### src/rtl/poly_mod_stream.sv
// Streaming mod-q coefficient reducer, EXTRA_BITS+1 cycle latency, 1 beat/cycle, LANES coeffs per beat.
// Backpressure: ready_o = !valid_o || ready_i; when low the whole pipeline freezes.
module poly_mod_stream #(
    parameter int BIT_WIDTH  = 32,
    parameter int EXTRA_BITS = 4,
    parameter int DEGREE_N   = 1024,
    parameter int LANES      = 1
) (
    input  logic                                   clk,
    input  logic                                   rst,
    input  logic [BIT_WIDTH-1:0]                   q,
    input  logic                                   centered,
    input  logic [LANES*(BIT_WIDTH+EXTRA_BITS)-1:0] coeff_i,
    input  logic                                   valid_i,
    output logic                                   ready_o,
    output logic [LANES*BIT_WIDTH-1:0]             coeff_o,
    output logic                                   valid_o,
    input  logic                                   ready_i,
    output logic                                   last_o,
    output logic [$clog2(DEGREE_N)-1:0]            idx_o,
    output logic                                   range_err_o,
    output logic [15:0]                            poly_cnt_o
);

    localparam int XW = BIT_WIDTH + EXTRA_BITS;
    localparam int IW = $clog2(DEGREE_N);
    localparam int NS = EXTRA_BITS + 1;
    localparam logic [IW-1:0] IDX_STEP = IW'(LANES);
    localparam logic [IW-1:0] IDX_LAST = IW'(DEGREE_N - LANES);

    function automatic logic [LANES*XW-1:0] sub_stage(input logic [LANES*XW-1:0] x,
                                                      input logic [BIT_WIDTH-1:0] m,
                                                      input int k);
        logic [XW-1:0] lane;
        logic [XW-1:0] qs;
        sub_stage = x;
        qs = {{EXTRA_BITS{1'b0}}, m} << k;
        for (int l = 0; l < LANES; l++) begin
            lane = x[l*XW +: XW];
            if (lane >= qs) sub_stage[l*XW +: XW] = lane - qs;
        end
    endfunction

    function automatic logic [LANES*BIT_WIDTH-1:0] center(input logic [LANES*XW-1:0] x,
                                                         input logic [BIT_WIDTH-1:0] m,
                                                         input logic c);
        logic [BIT_WIDTH-1:0] r;
        center = '0;
        for (int l = 0; l < LANES; l++) begin
            r = x[l*XW +: BIT_WIDTH];
            if (c && (r > (m >> 1))) r = r - m;
            center[l*BIT_WIDTH +: BIT_WIDTH] = r;
        end
    endfunction

    function automatic logic over_range(input logic [LANES*XW-1:0] x,
                                        input logic [BIT_WIDTH-1:0] m);
        over_range = 1'b0;
        for (int l = 0; l < LANES; l++) begin
            if (x[l*XW +: XW] >= {m, {EXTRA_BITS{1'b0}}}) over_range = 1'b1;
        end
    endfunction

    // Stage 0 holds the raw accepted beat; stage j holds the result after subtracting q<<(EXTRA_BITS-j).
    logic [LANES*XW-1:0]  dat_q [NS];
    logic [LANES*XW-1:0]  dat_d [NS];
    logic [BIT_WIDTH-1:0] sq_q  [NS];
    logic [BIT_WIDTH-1:0] sq_d  [NS];
    logic                 cen_q [NS];
    logic                 cen_d [NS];
    logic                 vld_q [NS];
    logic                 vld_d [NS];
    logic                 lst_q [NS];
    logic                 lst_d [NS];
    logic [IW-1:0]        idx_q [NS];
    logic [IW-1:0]        idx_d [NS];

    logic [BIT_WIDTH-1:0]       poly_q_q, poly_q_d;
    logic                       pcen_q, pcen_d;
    logic [IW-1:0]              cnt_q, cnt_d;
    logic [LANES*BIT_WIDTH-1:0] out_dat_q, out_dat_d;
    logic                       out_vld_q, out_vld_d;
    logic                       out_lst_q, out_lst_d;
    logic [IW-1:0]              out_idx_q, out_idx_d;
    logic                       err_q, err_d;
    logic [15:0]                pcnt_q, pcnt_d;

    logic                 adv;
    logic                 accept;
    logic                 first;
    logic                 last_in;
    logic [BIT_WIDTH-1:0] q_eff;
    logic                 cen_eff;

    always_comb begin
        adv     = !out_vld_q || ready_i;
        accept  = valid_i && adv;
        first   = (cnt_q == '0);
        last_in = (cnt_q == IDX_LAST);
        q_eff   = first ? q : poly_q_q;
        cen_eff = first ? centered : pcen_q;

        for (int j = 0; j < NS; j++) begin
            dat_d[j] = dat_q[j];
            sq_d[j]  = sq_q[j];
            cen_d[j] = cen_q[j];
            vld_d[j] = vld_q[j];
            lst_d[j] = lst_q[j];
            idx_d[j] = idx_q[j];
        end
        poly_q_d  = poly_q_q;
        pcen_d    = pcen_q;
        cnt_d     = cnt_q;
        out_dat_d = out_dat_q;
        out_vld_d = out_vld_q;
        out_lst_d = out_lst_q;
        out_idx_d = out_idx_q;
        err_d     = err_q;
        pcnt_d    = pcnt_q;

        if (adv) begin
            dat_d[0] = coeff_i;
            sq_d[0]  = q_eff;
            cen_d[0] = cen_eff;
            vld_d[0] = valid_i;
            lst_d[0] = last_in;
            idx_d[0] = cnt_q;
            for (int j = 1; j < NS; j++) begin
                dat_d[j] = sub_stage(dat_q[j-1], sq_q[j-1], EXTRA_BITS - j);
                sq_d[j]  = sq_q[j-1];
                cen_d[j] = cen_q[j-1];
                vld_d[j] = vld_q[j-1];
                lst_d[j] = lst_q[j-1];
                idx_d[j] = idx_q[j-1];
            end
            out_dat_d = center(dat_q[NS-1], sq_q[NS-1], cen_q[NS-1]);
            out_vld_d = vld_q[NS-1];
            out_lst_d = lst_q[NS-1];
            out_idx_d = idx_q[NS-1];
        end

        if (accept) begin
            cnt_d = last_in ? '0 : cnt_q + IDX_STEP;
            if (first) begin
                poly_q_d = q;
                pcen_d   = centered;
            end
            if (over_range(coeff_i, q_eff) || (first && (q < BIT_WIDTH'(2)))) err_d = 1'b1;
        end

        if (out_vld_q && ready_i && out_lst_q) pcnt_d = pcnt_q + 16'd1;
    end

    always_ff @(posedge clk or posedge rst) begin
        if (rst) begin
            for (int j = 0; j < NS; j++) begin
                dat_q[j] <= '0;
                sq_q[j]  <= '0;
                cen_q[j] <= 1'b0;
                vld_q[j] <= 1'b0;
                lst_q[j] <= 1'b0;
                idx_q[j] <= '0;
            end
            poly_q_q  <= '0;
            pcen_q    <= 1'b0;
            cnt_q     <= '0;
            out_dat_q <= '0;
            out_vld_q <= 1'b0;
            out_lst_q <= 1'b0;
            out_idx_q <= '0;
            err_q     <= 1'b0;
            pcnt_q    <= '0;
        end else begin
            for (int j = 0; j < NS; j++) begin
                dat_q[j] <= dat_d[j];
                sq_q[j]  <= sq_d[j];
                cen_q[j] <= cen_d[j];
                vld_q[j] <= vld_d[j];
                lst_q[j] <= lst_d[j];
                idx_q[j] <= idx_d[j];
            end
            poly_q_q  <= poly_q_d;
            pcen_q    <= pcen_d;
            cnt_q     <= cnt_d;
            out_dat_q <= out_dat_d;
            out_vld_q <= out_vld_d;
            out_lst_q <= out_lst_d;
            out_idx_q <= out_idx_d;
            err_q     <= err_d;
            pcnt_q    <= pcnt_d;
        end
    end

    assign ready_o     = adv;
    assign coeff_o     = out_dat_q;
    assign valid_o     = out_vld_q;
    assign last_o      = out_lst_q;
    assign idx_o       = out_idx_q;
    assign range_err_o = err_q;
    assign poly_cnt_o  = pcnt_q;

endmodule

### config.mk
export PLATFORM = sky130hd
export DESIGN_NAME = poly_mod_stream
export DESIGN_NICKNAME = d
export VERILOG_FILES = /design/src/rtl/poly_mod_stream.sv
export SDC_FILE = /design/constraint.sdc
export NUM_CORES = 2
export LEC_CHECK = 0
export ABC_AREA = 1
export BUFFER_PORTS_ARGS = -buffer_cell sky130_fd_sc_hd__buf_4
export CORE_ASPECT_RATIO = 0.5
export CORE_MARGIN = 5
export CORE_UTILIZATION = 39
export CTS_BUF_LIST = sky130_fd_sc_hd__clkbuf_8 sky130_fd_sc_hd__clkbuf_16
export DETAILED_ROUTE_END_ITERATION = 10
export GPL_TIMING_DRIVEN = 0
export SLEW_MARGIN = 20
export SYNTH_ARGS = -nofsm -noshare
export SYNTH_HDL_FRONTEND = slang
export SYNTH_SLANG_ARGS = --single-unit
### constraint.sdc
create_clock -name clk -period 15.7 [get_ports clk]
set_input_delay 0.785 -clock clk [delete_from_list [all_inputs] [get_ports clk]]
set_output_delay 0.785 -clock clk [all_outputs]
set_load 0.005 [all_outputs]
==> flow_metrics.env <==
export IMPL_status="finished clean"
export IMPL_dr_total_vias=34319
export IMPL_dpl_cell_area_mm2=0.03866
export IMPL_cts_hold_buf=0
export IMPL_clockBufferDepth=3
export IMPL_holdWs_ns=0.1895
export IMPL_vias_per_cell=4.998
export IMPL_leakage_nw=22.08
export IMPL_grt_overflow_total=0
export IMPL_core_area_mm2=0.09105
export IMPL_finClkSkew_ns=0.04267
export IMPL_fin_nets=5883
export IMPL_drt_wl_total_um=127700
export IMPL_portBuffers=134
export IMPL_mostFrequentLayoutCells="1956 x nand2_1, 923 x inv_1, 505 x dfrtp_1"
export IMPL_areaGrowthSynthToFinish_pct=13.25
export IMPL_drtIter0Drc=2576
export IMPL_syn_cell_area_mm2=0.03595
export IMPL_synth_seq_area_share_pct=35.15
export IMPL_die_area_mm2=0.09872
export IMPL_crit_required_ns=16.27
export IMPL_drc=0
export IMPL_grt_max_degree=107
export IMPL_cap_viol_max_count=0
export IMPL_fin_crit_ns=4.111
export IMPL_syn_nets=5690
export IMPL_final_common_cell="nand2_1"
export IMPL_cts_sinks=505
export IMPL_cpMaxStageDelayCell="nor4_1"
export IMPL_clkTransAtPathRegs_ns=0.06
export IMPL_grt_pass1_wl_um=195300
export IMPL_ys_ff_latch=505
export IMPL_end_kind="flip-flop"
export IMPL_fill_cells=9514
export IMPL_max_slew_margin_pct=24.09
export IMPL_rr_worst_depth=17
export IMPL_place_detailed_hpwl_um=105300
export IMPL_synth_area_per_cell_um2=6.674
export IMPL_gp_congestion=0.9933
export IMPL_crit_type="flip-flop to flip-flop"
export IMPL_synth_distinct_cells=48
export IMPL_grt_setup_unrepaired="false"
export IMPL_post_cts_buffers=0
export IMPL_drive_above_1_share_pct=6.383
export IMPL_start_util_pct=39.48
export IMPL_synth_ff_type="dfrtp_1"
export IMPL_dieWidth_um=439.4
export IMPL_post_cts_resized=0
export IMPL_ant_nets=0
export IMPL_cts_tree="done"
export IMPL_tightest_slew_ns=1.139
export IMPL_synthCells=5387
export IMPL_fp_dieH_um=224.7
export IMPL_cp_cell_sequence="inv_1 -> ha_1 -> inv_1 -> nor3_1 -> inv_1 -> nor2_1 -> inv_2 -> buf_2 -> nor2_1 -> a21oi_1 -> ha_1 -> nand2_1 -> nor4_1 -> nand3_1 -> nand4_1 -> nand2_1 -> nand2_1"
export IMPL_clockRootBuffer="clkbuf_16"
export IMPL_cts_buffers=52
export IMPL_period_share_pct=26.18
export IMPL_critPathLaunchType="flip-flop"
export IMPL_dr_pass1_iters=6
export IMPL_clk_latency_ns=0.64
export IMPL_htree_levels=2
export IMPL_num_rows=78
export IMPL_async_flop_share_pct=100.0
export IMPL_grt_pass1_vias=33467
export IMPL_final_area_mm2=0.04072
export IMPL_hold_path_class="input port to async pin"
export IMPL_report_power_total_mw=10.80
export IMPL_setup_viol=0
export IMPL_slowest_delay_ns=0.73
export IMPL_antenna_found_initial=1
export IMPL_hold_viol=0
export IMPL_io_pins=135
export IMPL_ys_warn_count=0
export IMPL_drv_slew=0
export IMPL_cp_max_fo=10
export IMPL_power_density_mw_per_mm2=265.2
export IMPL_max_freq_mhz=243.3
export IMPL_crit_arrival_ns=4.68
export IMPL_grt_usage_pct=25.56
export IMPL_ir_drop_mv=0.09949
export IMPL_routedWlPerCell_um=18.60
export IMPL_synth_edf_count=0
## kinds of logic after synthesis
logic type      count (synthesis)  share of synthesized area (%)
buf+inv                      1086                          11.89
flops                         505                          35.15
fa+ha+maj                     230                          8.109
simple gates                 2893                          33.76
mux                            24                         0.6682
xor+xnor                       99                          2.412
compound gates                550                          8.004
## cells in the mapped netlist (2+ instances only)
cell,count,area [µm²]
nand3b_1,76,570.6
nor3_1,40,200.2
nor4_1,8,50.05
nor2_1,287,1077
nor3_2,5,50.05
and2_1,6,37.54
o21ai_0,336,1682
buf_6,17,191.4
mux2i_1,24,240.2
nor2_4,3,33.78
inv_2,10,37.54
a21oi_2,3,26.28
ha_1,225,2815
clkbuf_1,88,330.3
nand4_1,46,287.8
a21boi_0,2,15.01
o21bai_1,27,202.7
nand2_1,1956,7342
fa_1,5,100.1
nand2_4,3,33.78
dfrtp_1,505,12640
nand3_2,12,120.1
nand3_1,421,2107
buf_4,5,37.54
o21ai_1,28,140.1
a21oi_1,142,710.7
buf_1,10,37.54
xnor2_1,73,639.4
inv_1,921,3457
nor2_2,8,50.05
buf_2,33,165.2
a21o_1,8,60.06
xor2_1,26,227.7
nand2_2,14,87.58
## critical path, delay by kind of cell, from the launching register on
kind                     cells  cell delay (ns)
adder cells (fa/ha/maj)      2             0.51
AO/OA/AOI/OAI                1             0.10
AND/OR/NAND/NOR              9             2.25
flip-flops                   1             0.43
buffers and inverters        5             0.77
## sequential cells by signal (all words and copies together), names as in the netlist
signal and flops:
cen_q 5, cnt_q 10, coeff_o 32, dat_q 176, idx_o 10, idx_q 50
last_o 1, lst_q 5, pcen_q 1, poly_cnt_o 16, poly_q_q 32, range_err_o 1
sq_q 160, valid_o 1, vld_q 5
## where the power goes
group	total (mW)	switching, mW	internal [mW]	leakage (nW)
clock	1.49	0.599	0.894	1.01
sequential	2.32	0.475	1.85	6.44
combinational	6.98	4.59	2.39	14.6
## path summary, 6_finish.rpt
kind / slack [ns] / startpoint / endpoint
max in group asynchronous: 13.78 / rst / cnt_q[0]
hold / removal: 0.19 / rst / coeff_o[5]
setup / recovery: 11.59 / cnt_q[0] / range_err_o
hold reg to reg: 0.47 / range_err_o / range_err_o
min in group clk: 0.35 / coeff_i[25] / dat_q[169]
setup reg to reg: 11.59 / cnt_q[0] / range_err_o
## metal layers
metal | wire length [µm] | up-vias | track usage (%)
li1 | - | 17167 | -
met1 | 61360 | 16083 | 36.28
met2 | 55800 | 866 | 40.95
met3 | 6287 | 203 | 2.955
met4 | 4228 | 0 | 7.966
met5 | 0 | - | 0
## cell type report
type | instances | area (µm²) | share of cell area, %
inverter | 932 | 3506 | 8.610
antenna | 2 | 5.005 | 0.01229
clock buffer | 61 | 1436 | 3.528
sequential | 505 | 12640 | 31.04
clock inverter | 37 | 615.6 | 1.512
buffer | 154 | 782.0 | 1.921
multi-input combinational | 3796 | 19040 | 46.76
timing repair buffer | 139 | 1144 | 2.809
tap | 1240 | 1551 | 3.810
## per-stage QoR
stage | instances | utilization (%) | TNS, ns | worst slack (ns)
after floorplan | 5387 | - | 0 | 0.8136
after global placement | 6761 | 42.29 | -2321.71 | -4.722
after detailed placement | 6766 | 42.46 | 0 | 11.48
after CTS | 6864 | 44.71 | 0 | 11.45
after global routing | 6864 | 44.71 | 0 | 11.37
final | 6866 | 44.72 | 0 | 11.59
No activity file was read; power rests on OpenSTA's default activity.
